===== src/rtl/key_led_reader.sv =====
// key_led_reader: time-shares one open-drain pad between an LED and a key, sampling and debouncing the key.
module key_led_reader #(
    parameter int SAMPLE_DIV  = 50000,
    parameter int RELEASE_CYC = 50,
    parameter int DEBOUNCE_N  = 20
) (
    input  logic sys_clk,
    input  logic reset,
    input  logic led_on,
    input  logic pin_in,
    output logic pin_oe,
    output logic key_level,
    output logic key_press,
    output logic key_release,
    output logic sample_stb
);
    localparam int DW = $clog2(SAMPLE_DIV);
    localparam int RW = $clog2(RELEASE_CYC);

    typedef enum logic [1:0] {DRIVE, RELEASE, SAMPLE} state_t;

    state_t        state_q, state_d;
    logic [1:0]    sync_q, sync_d;
    logic [DW-1:0] div_q, div_d;
    logic [RW-1:0] rel_q, rel_d;
    logic [7:0]    cnt_q, cnt_d, cnt_inc;
    logic          level_q, level_d, prev_q, prev_d;
    logic          press_q, press_d, release_q, release_d, stb_q, stb_d;
    logic          pin_s, sample, is_sample, div_last, rel_last, flip;

    always_comb begin
        sync_d    = {sync_q[0], pin_in};
        pin_s     = sync_q[1];
        sample    = ~pin_s;
        is_sample = state_q == SAMPLE;
        div_last  = div_q == DW'(SAMPLE_DIV - 1);
        rel_last  = rel_q == RW'(RELEASE_CYC - 1);
        div_d     = div_last ? '0 : div_q + 1'b1;
        state_d   = (state_q == DRIVE && div_last)     ? RELEASE :
                    (state_q == RELEASE && rel_last)   ? SAMPLE  :
                    is_sample                          ? DRIVE   : state_q;
        rel_d     = (state_q == RELEASE && !rel_last) ? rel_q + 1'b1 : '0;
        // Only disagreeing samples advance the counter; reaching the threshold flips the level.
        cnt_inc   = cnt_q + 8'd1;
        flip      = is_sample && sample != level_q && cnt_inc == 8'(DEBOUNCE_N);
        cnt_d     = !is_sample ? cnt_q : (sample == level_q || flip) ? '0 : cnt_inc;
        level_d   = flip ? sample : level_q;
        prev_d    = level_q;
        press_d   = level_q & ~prev_q;
        release_d = ~level_q & prev_q;
        stb_d     = is_sample;
    end

    always_ff @(posedge sys_clk) begin
        if (reset) begin
            state_q   <= DRIVE;
            sync_q    <= 2'b11;
            div_q     <= '0;
            rel_q     <= '0;
            cnt_q     <= '0;
            level_q   <= 1'b0;
            prev_q    <= 1'b0;
            press_q   <= 1'b0;
            release_q <= 1'b0;
            stb_q     <= 1'b0;
        end else begin
            state_q   <= state_d;
            sync_q    <= sync_d;
            div_q     <= div_d;
            rel_q     <= rel_d;
            cnt_q     <= cnt_d;
            level_q   <= level_d;
            prev_q    <= prev_d;
            press_q   <= press_d;
            release_q <= release_d;
            stb_q     <= stb_d;
        end
    end

    assign pin_oe      = ~reset & (state_q == DRIVE) & led_on;
    assign key_level   = level_q;
    assign key_press   = press_q;
    assign key_release = release_q;
    assign sample_stb  = stb_q;
endmodule


===== config.mk =====
export PLATFORM = sky130hd
export DESIGN_NAME = key_led_reader
export DESIGN_NICKNAME = d
export VERILOG_FILES = /design/src/rtl/key_led_reader.sv
export SDC_FILE = /design/constraint.sdc
export NUM_CORES = 1
export LEC_CHECK = 0
export ABC_CLOCK_PERIOD_IN_PS = 3300
export BUFFER_PORTS_ARGS = -buffer_cell sky130_fd_sc_hd__buf_4
export CAP_MARGIN = 0
export CORE_MARGIN = 2
export CORE_UTILIZATION = 55
export CTS_CLUSTER_DIAMETER = 100
export DETAILED_ROUTE_END_ITERATION = 10
export PLACE_DENSITY = 0.81
export SLEW_MARGIN = 20
export SYNTH_ARGS = -nofsm -noshare
export SYNTH_HDL_FRONTEND = slang
export SYNTH_SLANG_ARGS = --single-unit

===== constraint.sdc =====
create_clock -name sys_clk -period 3.3 [get_ports sys_clk]
set_input_delay 0.66 -clock sys_clk [delete_from_list [all_inputs] [get_ports sys_clk]]
set_output_delay 0.66 -clock sys_clk [all_outputs]
set_load 0.01 [all_outputs]

# == Word-level counts from Yosys, hierarchy flattened ==
# Cells that the tools add are included.
# totals
register_bits,39
latchBits,0
ram_bits,0
mem_bits_ro,0
in_bits,4
out_inout_bits,5
elab_cells,47
mem_count,0
# op_classes
addsub,3
multipliers,0
div,0
order_cmp,0
eq_ne,7
n_shift,0
muxes,4
bitwise_logic,9
n_reduce_logical,13
# op_table
operator,count
$add 16x1->16 const B,1
$eq 16x16->1 const B,1
$add 8x1->8 const B,1
$eq 8x5->1 const B,1
$mux 8,1
$add 6x1->6 const B,1
$eq 6x6->1 const B,1
$reduce_or 2->1,3
$logic_and 1x1->1,5
$not 1->1,5
$and 1x1->1,4
$mux 2,2
$reduce_bool 3->1,1
$eq 2x1->1 const B,1
$eq 2x2->1 const B,1
$logic_not 2->1,1
$reduce_bool 2->1,1
$eq 1x1->1,1
$logic_not 1->1,1
$logic_or 1x1->1,1
$mux 1,1
$ne 1x1->1,1

# == Logic depth before layout (Yosys ltp) ==
# Gate-level depths: netlist of the first run.
# logic_depth
depth_word,6
mapped_depth,6
mapped_depth_nobuf,5

# == Worst setup path after synthesis of the first run ==
# No wires, ideal clock.
# synth_timing
kind,input -> output
from,input reset
to,output pin_oe
t_arrival_ns,1.276
t_required_ns,2.640
path_slack_ns,1.364
path_stages,2
n_path_buf,1
cell_sequence,clkbuf_1 nor4b_1
# synth_between
elab_chain_len,3
# synth_lines
element,line_no,rtl
"start, declared",8,"input logic reset,"
$not 1->1,80,assign pin_oe = ~reset & (state_q == DRIVE) & led_on;
$and 1x1->1 (2 in series),80,
"end, declared",11,"output logic pin_oe,"
# Every way passes these cells.

# == Worst setup path in the final report of the first run ==
# Same ends and word-level chain as after synthesis.

==> results.md, run 1 <==
- Cell count after synthesis: between 150 and 200
- Worst-Skew Late Latency: ~0.35 ns
- Worst path most repeated cell: buf_4
- Routed WL: 2.93 mm
- Sw frac: between 20% and 30%
- RSZ-0062 raised after global routing: false
- Vias per cell: ~5.7
- Number of max-cap violations: 0
- Via Count: between 1,000 and 1,500
- Critical path startpoint category: input pin
- Yosys cell types: 37
- Status: complete, no violations
- Largest net degree at the start of global routing: 22
- DRT iter0 DRCs: ~70
- Compound-gate portion of the synthesized area: 7.70%
- Setup violators final: 0
- H-tree depth: 2
- Final Hold Viols: 0
- Max VDD drop: ~0.27 mV
- XOR/XNOR share of the synthesized area: around a tenth
- Setup Buffers After CTS: 0
- Yosys top cell area share: ~48%
- Worst Setup End Kind: output port
- Final net count: ~200
- Ys async rst share: 0%
- Largest family of logic cells by synthesized area: simple AND/OR/NAND/NOR gates
- Critical path, cell by cell: buf_4 -> nor4b_1 -> buf_4
- DRC: 0
- Crit path buffers/inverters: 2
- Starting Density: roughly three fifths
- Seq/Total Area, Yosys: a little under half
- Final TNS setup: 0 ns
- Pint: around 0.00066 W
- Top-count cell post-synth: dfxtp_1
- Synth Cell Area: 1640 um2
- Seq pwr share: ~58%
- Cell family with the largest share of critical-path delay: buffers and inverters
- P&R area growth vs syn: 10.3%
- CTS tree: yes
- Chip width: ~59 um
- DP Wirelength: between 2 and 2.5 mm
- Critical path arrival: 1.28 ns
- I/O pin total: 9
- Clock share of power: 40.0%
- Cts bufs inserted: 5
- Number of global-route vias before repair: about 1,200
- WP data required: ~2.6 ns
- CTS Hold Bufs: 0
- Synth area leaders: dfxtp_1 48%, nor2_1 7.1%, xnor2_1 6.4%
- Met1 Usage GRT: between 20% and 30%
- Switching power: 0.000169 W
- Total power draw: 0.000831 W
- Clock Path Buffers: 2
- Synth Area in Simple Gates: 28.2%
- Antenna violations before repair: 0
- Clk root buf: clkbuf_4
- Fin crit period: approximately 1.9 ns
- GR met3 Demand/Resource: under 10%
- CP Max Fanout: 21
- Clock transition at path regs: 0.13 ns
- Met2 GRT Util: between 30% and 40%
- Library cell with the largest summed area after synthesis: dfxtp_1
- Ys Warns: 0
- Die H: 58.6 um
- ANT nets after route: 0
- Slew @ Worst Pin: around 0.52 ns
- Comb pwr share: under 10%
- DR WL/cell: around 13 um
- PwrDens: 459 nW/um2
- Input/output buffers: 8
- Slowest CP cell: nor4b_1
- Most used DFF post-synth: dfxtp_1
- Adder-cell share of the synthesized area: around 3.0%
- Tot GR Track Use: around a fifth
- Worst clock skew: between 0.02 and 0.025 ns
- Final Slew Violations: 0
- Ant. Diodes: 0
- R2r setup slk: around 1.6 ns
- Number of synthesized flops with an enable pin: 0
- FP Rows: 19
- Syn Area/Cell: around 9 um2
- Post-synth top cells: 39 x dfxtp_1, 31 x nor2_1, 12 x xnor2_1, 9 x a21oi_1, 8 x nand2_1
- Setup Slack @ Placement: around 1.3 ns
- Core area: ~2800 um2
- DR pass1 iterations: 5
- First-pass GRT wire length: ~5 mm
- Synthesis-stage register bit count: 39
- Syn Nets: 190
- Cell leakage power: roughly 0.64 nW
- Global-route layer with the greatest usage: met2
- Placer Congestion: approximately 0.83
- Crit path kind: input pin to output port
- Layout cell share with drive strength beyond 1: between 10 and 15%
- Worst Hold Class: flop to flop
- Die outline area: 3440 um2
- Worst slew margin: between 60% and 70%
- PostCTS Resize Cnt: 0
- Crit share post-route: 58.6%
- GRT Residual Overflow: 0
- Mux contribution to synthesized area: 1.22%
- Smallest hold slack: between 0.4 and 0.5 ns
- Final worst setup slack: ~1.4 ns
- Slowest Stage Delay on Critical Path: between 0.2 and 0.3 ns
- FMAX: between 500 and 600 MHz
- CTS sink count: 39
## area by class of cell
type / instances / area [um2]
multi-input combinational: 134 / 826
clock inverter: 2 / 35.0
sequential: 39 / 781
fill: 257 / 995
clock buffer: 6 / 51.3
tap: 31 / 38.8
timing repair buffer: 8 / 60.1
inverter: 5 / 18.8
## final timing paths
| path | startpoint | end | cells after the start |
|---|---|---|---|
| setup / recovery | reset | pin_oe | 3 |
| hold / removal | sync_q[0]$_SDFF_PP1_ | sync_q[1]$_SDFF_PP1_ | 1 |
| setup reg to reg | state_q[0]$_SDFFE_PP0P_ | cnt_q[7]$_SDFFE_PP0P_ | 4 |
| hold reg to reg | sync_q[0]$_SDFF_PP1_ | sync_q[1]$_SDFF_PP1_ | 1 |
## worst reg2reg max path, cell delays in order, from the launching register on
cell and delay (ns):
dfxtp_1 0.36, nand2b_1 0.31, or2_1 0.34, or4_1 0.51, a21oi_1 0.13
## logic make-up (layout without fill, tap and decap cells)
family                     count (synthesis)  after routing
and+or+nand+nor                           87             87
DFF                                       39             39
AOI/OAI and AO/OA                         22             22
xor gates and xnor gates                  19             19
buffers and inverters                      9             21
adders and majority gates                  4              4
muxes                                      2              2
## per-layer routing
metal | vias up | routed length, um | part of all wire [%]
met3 | 4 | 121 | 4.1
met5 | - | 0 | 0
li1 | 654 | - | -
met2 | 27 | 1450 | 50
met4 | 0 | 40 | 1.4
met1 | 607 | 1320 | 45
## power by group through the flow
stage          Sequential (W)  Combinational, W  Clock [W]
2_1_floorplan        0.000489         0.0000140          0
3_3_place_gp         0.000489         0.0000188          0
3_5_place_dp         0.000489         0.0000199          0
4_1_cts              0.000479         0.0000201   0.000341
5_1_grt              0.000480         0.0000226   0.000360
6_report             0.000479         0.0000197   0.000333
## sequential cells by signal, indices dropped and copies added, names as in the netlist
signal and count:
cnt_q 8, rel_q 6, state_q 2, prev_q 1, key_level 1, sync_q 2
key_press 1, sample_stb 1, key_release 1, div_q 16
## placed cells by master (no fill, tap or decap), types with 2 or more instances in the layout
cell type / n
nand3_1: 7
nand2_1: 8
nor4_1: 6
xor2_1: 7
nor3_1: 3
nor4bb_1: 2
or2_2: 2
a211oi_1: 2
clkbuf_4: 5
dfxtp_1: 39
o21ai_0: 7
xnor2_1: 12
nor2b_1: 4
inv_1: 5
nor2_1: 31
nand4_1: 5
mux2i_1: 2
a21oi_1: 9
and3_1: 3
buf_4: 8
nor3b_1: 3
or3_1: 2
nand3b_1: 3
ha_1: 4
## per-stage QoR
stage | cells | util [%] | instance area [um2]
2_1_floorplan | 182 | - | 1640
3_3_place_gp | 217 | 61.5 | 1720
3_5_place_dp | 217 | 61.5 | 1720
4_1_cts | 225 | 64.5 | 1810
5_1_grt | 225 | 64.5 | 1810
6_report | 225 | 64.5 | 1810
(Power assumes the default switching activity.)
==> inputs of run 2 (changes only) <==
ABC_AREA = 1   (was unset)
ABC_CLOCK_PERIOD_IN_PS = 1900   (was 3300)
clock period = 1.9 ns   (was 3.3 ns; I/O delays follow)
==> results.md, run 2 <==
- Number of global-route vias before repair: approximately 1,300
- P&R area growth vs syn: 10.6%
- Starting Density: roughly three fifths
- Antenna violations before repair: 0
- Input/output buffers: 8
- Worst-Skew Late Latency: 0.35 ns
- Clock share of power: about two fifths
- Commonest cells after routing, fill and taps aside: 55 x nand2_1, 39 x dfxtp_1, 32 x inv_1, 28 x nor2_1, 22 x a21oi_1
- Final net count: ~280
- Ant. Diodes: 0
- Core area: about 3100 um2
- Critical path arrival: between 1.5 and 2 ns
- Top Registers: div_q (16), cnt_q (8), rel_q (6)
- CTS sink count: 39
- Critical path, cell by cell: ha_1 -> nand3_2 -> o21ai_2 -> nand2_2 -> nor2_4 -> nand3_4 -> nand3_1 -> a21oi_1
- Largest net degree at the start of global routing: 17
- Synthesis-stage register bit count: 39
- Setup Slack @ Placement: ~0.34 ns
- Routed WL: about 3.1 mm
- DR pass1 iterations: 5
- DRT iter0 DRCs: 52
- FMAX: 641 MHz
- Met1 Usage GRT: 24.4%
- Setup violators final: 0
- Top-count cell post-synth: nand2_1
- Sw frac: 20.3%
- CTS tree: yes
- Chip width: 61.8 um
- Yosys top cell area share: between 40 and 50%
- Filler Cell Count: around 270
- Clk root buf: clkbuf_4
- Die H: a little over 60 um
- Switching power: between 0.0002 and 0.0003 W
- Worst clock skew: between 0.015 and 0.02 ns
- Worst R2R Path Depth: 8
- PostCTS Resize Cnt: 0
- RSZ-0062 raised after global routing: false
- PwrDens: a little over 700 nW/um2
- Via Count: around 1,600
- Slowest CP cell: dfxtp_1
- Worst slew margin: 71.6%
- GR met3 Demand/Resource: under 10%
- Clock transition at path regs: roughly 0.12 ns
- FP Rows: 20
- DR WL/cell: roughly 10 um
- Final TNS setup: 0 ns
- CP Max Fanout: 9
- Critical path startpoint category: flop
- Number of flip-flops under the largest register name: 16
- Vias per cell: between 5 and 6
- Cell count after synthesis: between 200 and 300
- GRT Residual Overflow: 0
- Synth area leaders: dfxtp_1 42%, nand2_1 11%, inv_1 6.5%
- Most common cell after layout, fill and taps aside: nand2_1
- Smallest hold slack: 0.205 ns
- Post-synth top cells: 55 x nand2_1, 39 x dfxtp_1, 32 x inv_1, 28 x nor2_1, 22 x a21oi_1
- Worst Setup End Kind: flop
- CTS Hold Bufs: 0
- H-tree depth: 2
- Yosys cell types: 29
- Clock Path Buffers: 2
- Layout cell share with drive strength beyond 1: ~14%
- Crit path kind: flop to flop
- Ys Warns: 0
- CP Launch Point: cnt_q[0]$_SDFFE_PP0P_
- Reg2Reg Capture Point: cnt_q[7]$_SDFFE_PP0P_
- Setup Buffers After CTS: 0
- Most used DFF post-synth: dfxtp_1
- Number of max-cap violations: 0
- Worst Hold Class: input pin to flop
- Tot GR Track Use: 19.0%
- Cells after DPL: approximately 310
- Placer Congestion: 0.853
- Comb pwr share: 2.5%
- Final Slew Violations: 0
- Status: complete, no violations
- Seq pwr share: approximately 57%
- Largest Register: div_q
- Die outline area: around 3800 um2
- Seq/Total Area, Yosys: approximately 42%
- Max VDD drop: 0.784 mV
- ANT nets after route: 0
- DP Wirelength: 2.25 mm
- Met2 GRT Util: 29.9%
- Fin crit period: between 1.5 and 2 ns
- I/O pin total: 9
- Crit share post-route: 82.2%
- Cell leakage power: ~0.76 nW
- DRC: 0
- Global-route layer with the greatest usage: met2
- Library cell with the largest summed area after synthesis: dfxtp_1
- Final Instance Count excl. Fillers: 314
- Worst Setup EP: cnt_q[7]$_SDFFE_PP0P_
- Slowest Stage Delay on Critical Path: 0.43 ns
- Cts bufs inserted: 5
- R2r setup slk: about 0.34 ns
- Final worst setup slack: around 0.34 ns
- First-pass GRT wire length: between 5 and 6 mm
- Final Hold Viols: 0
- Number of synthesized flops with an enable pin: 0
- WP data required: ~2.1 ns
- Ys async rst share: 0%
- Syn Nets: between 200 and 300
- Slew @ Worst Pin: around 0.43 ns
- Reg-to-Reg Start: cnt_q[0]$_SDFFE_PP0P_
- Syn Area/Cell: approximately 7 um2
- Pint: roughly 0.0012 W
- Synth Cell Area: around 1800 um2
## run 2: cell families (layout without fill, tap and decap cells)
family / Yosys count / after routing / synth area share, %
fa+ha+maj: 4 / 4 / 2.72
flops: 39 / 39 / 42.5
simple gates: 142 / 142 / 36.8
xor+xnor: 2 / 2 / 0.953
compound gates: 31 / 31 / 8.92
buf+inv: 38 / 52 / 8.17
## run 2: layout make-up
cell class | count | area, um2 | share of cell area (%)
tap | 44 | 55.1 | 2.71
inverter | 34 | 128 | 6.28
clock buffer | 6 | 51.3 | 2.52
clock inverter | 2 | 35.0 | 1.72
sequential | 39 | 781 | 38.4
multi-input combinational | 179 | 907 | 44.6
timing repair buffer | 10 | 75.1 | 3.69
## run 2: routing by layer
layer,wire length (um),vias to the layer above
met1,1600,702
met5,0,-
met2,1400,12
met4,61,0
li1,-,851
met3,71,7
## run 2: metrics by stage
step,area [um2],total power [W],util (%)
finish,2030,0.00144,65.0
global route,2030,0.00149,65.0
CTS,2030,0.00145,65.0
detailed placement,1950,0.000883,62.2
global placement,1950,0.000883,62.2
floorplan,1840,0.000868,-
## run 2: critical path, delay by kind of cell (launching register included)
family | cells | cell delay, ns
AND/OR/NAND/NOR | 5 | 0.55
flip-flops | 1 | 0.43
adder cells (fa/ha/maj) | 1 | 0.27
AO/OA/AOI/OAI | 2 | 0.21
## run 2: worst min path at each step
stage                                end  depth (start not counted)            startpoint
floorplan           sync_q[1]$_SDFF_PP1_                          1  sync_q[0]$_SDFF_PP1_
global placement    sync_q[1]$_SDFF_PP1_                          1  sync_q[0]$_SDFF_PP1_
detailed placement  sync_q[1]$_SDFF_PP1_                          1  sync_q[0]$_SDFF_PP1_
CTS                 sync_q[0]$_SDFF_PP1_                          2                pin_in
global route        sync_q[0]$_SDFF_PP1_                          2                pin_in
finish              sync_q[0]$_SDFF_PP1_                          2                pin_in
## run 2: power by group through the flow
| stage | clock network, W | logic, W | registers (W) |
|---|---|---|---|
| 6_report | 0.000579 | 0.0000360 | 0.000828 |
| 2_1_floorplan | 0 | 0.0000220 | 0.000846 |
| 4_1_cts | 0.000589 | 0.0000364 | 0.000829 |
| 3_5_place_dp | 0 | 0.0000362 | 0.000847 |
| 3_3_place_gp | 0 | 0.0000359 | 0.000847 |
| 5_1_grt | 0.000623 | 0.0000414 | 0.000830 |
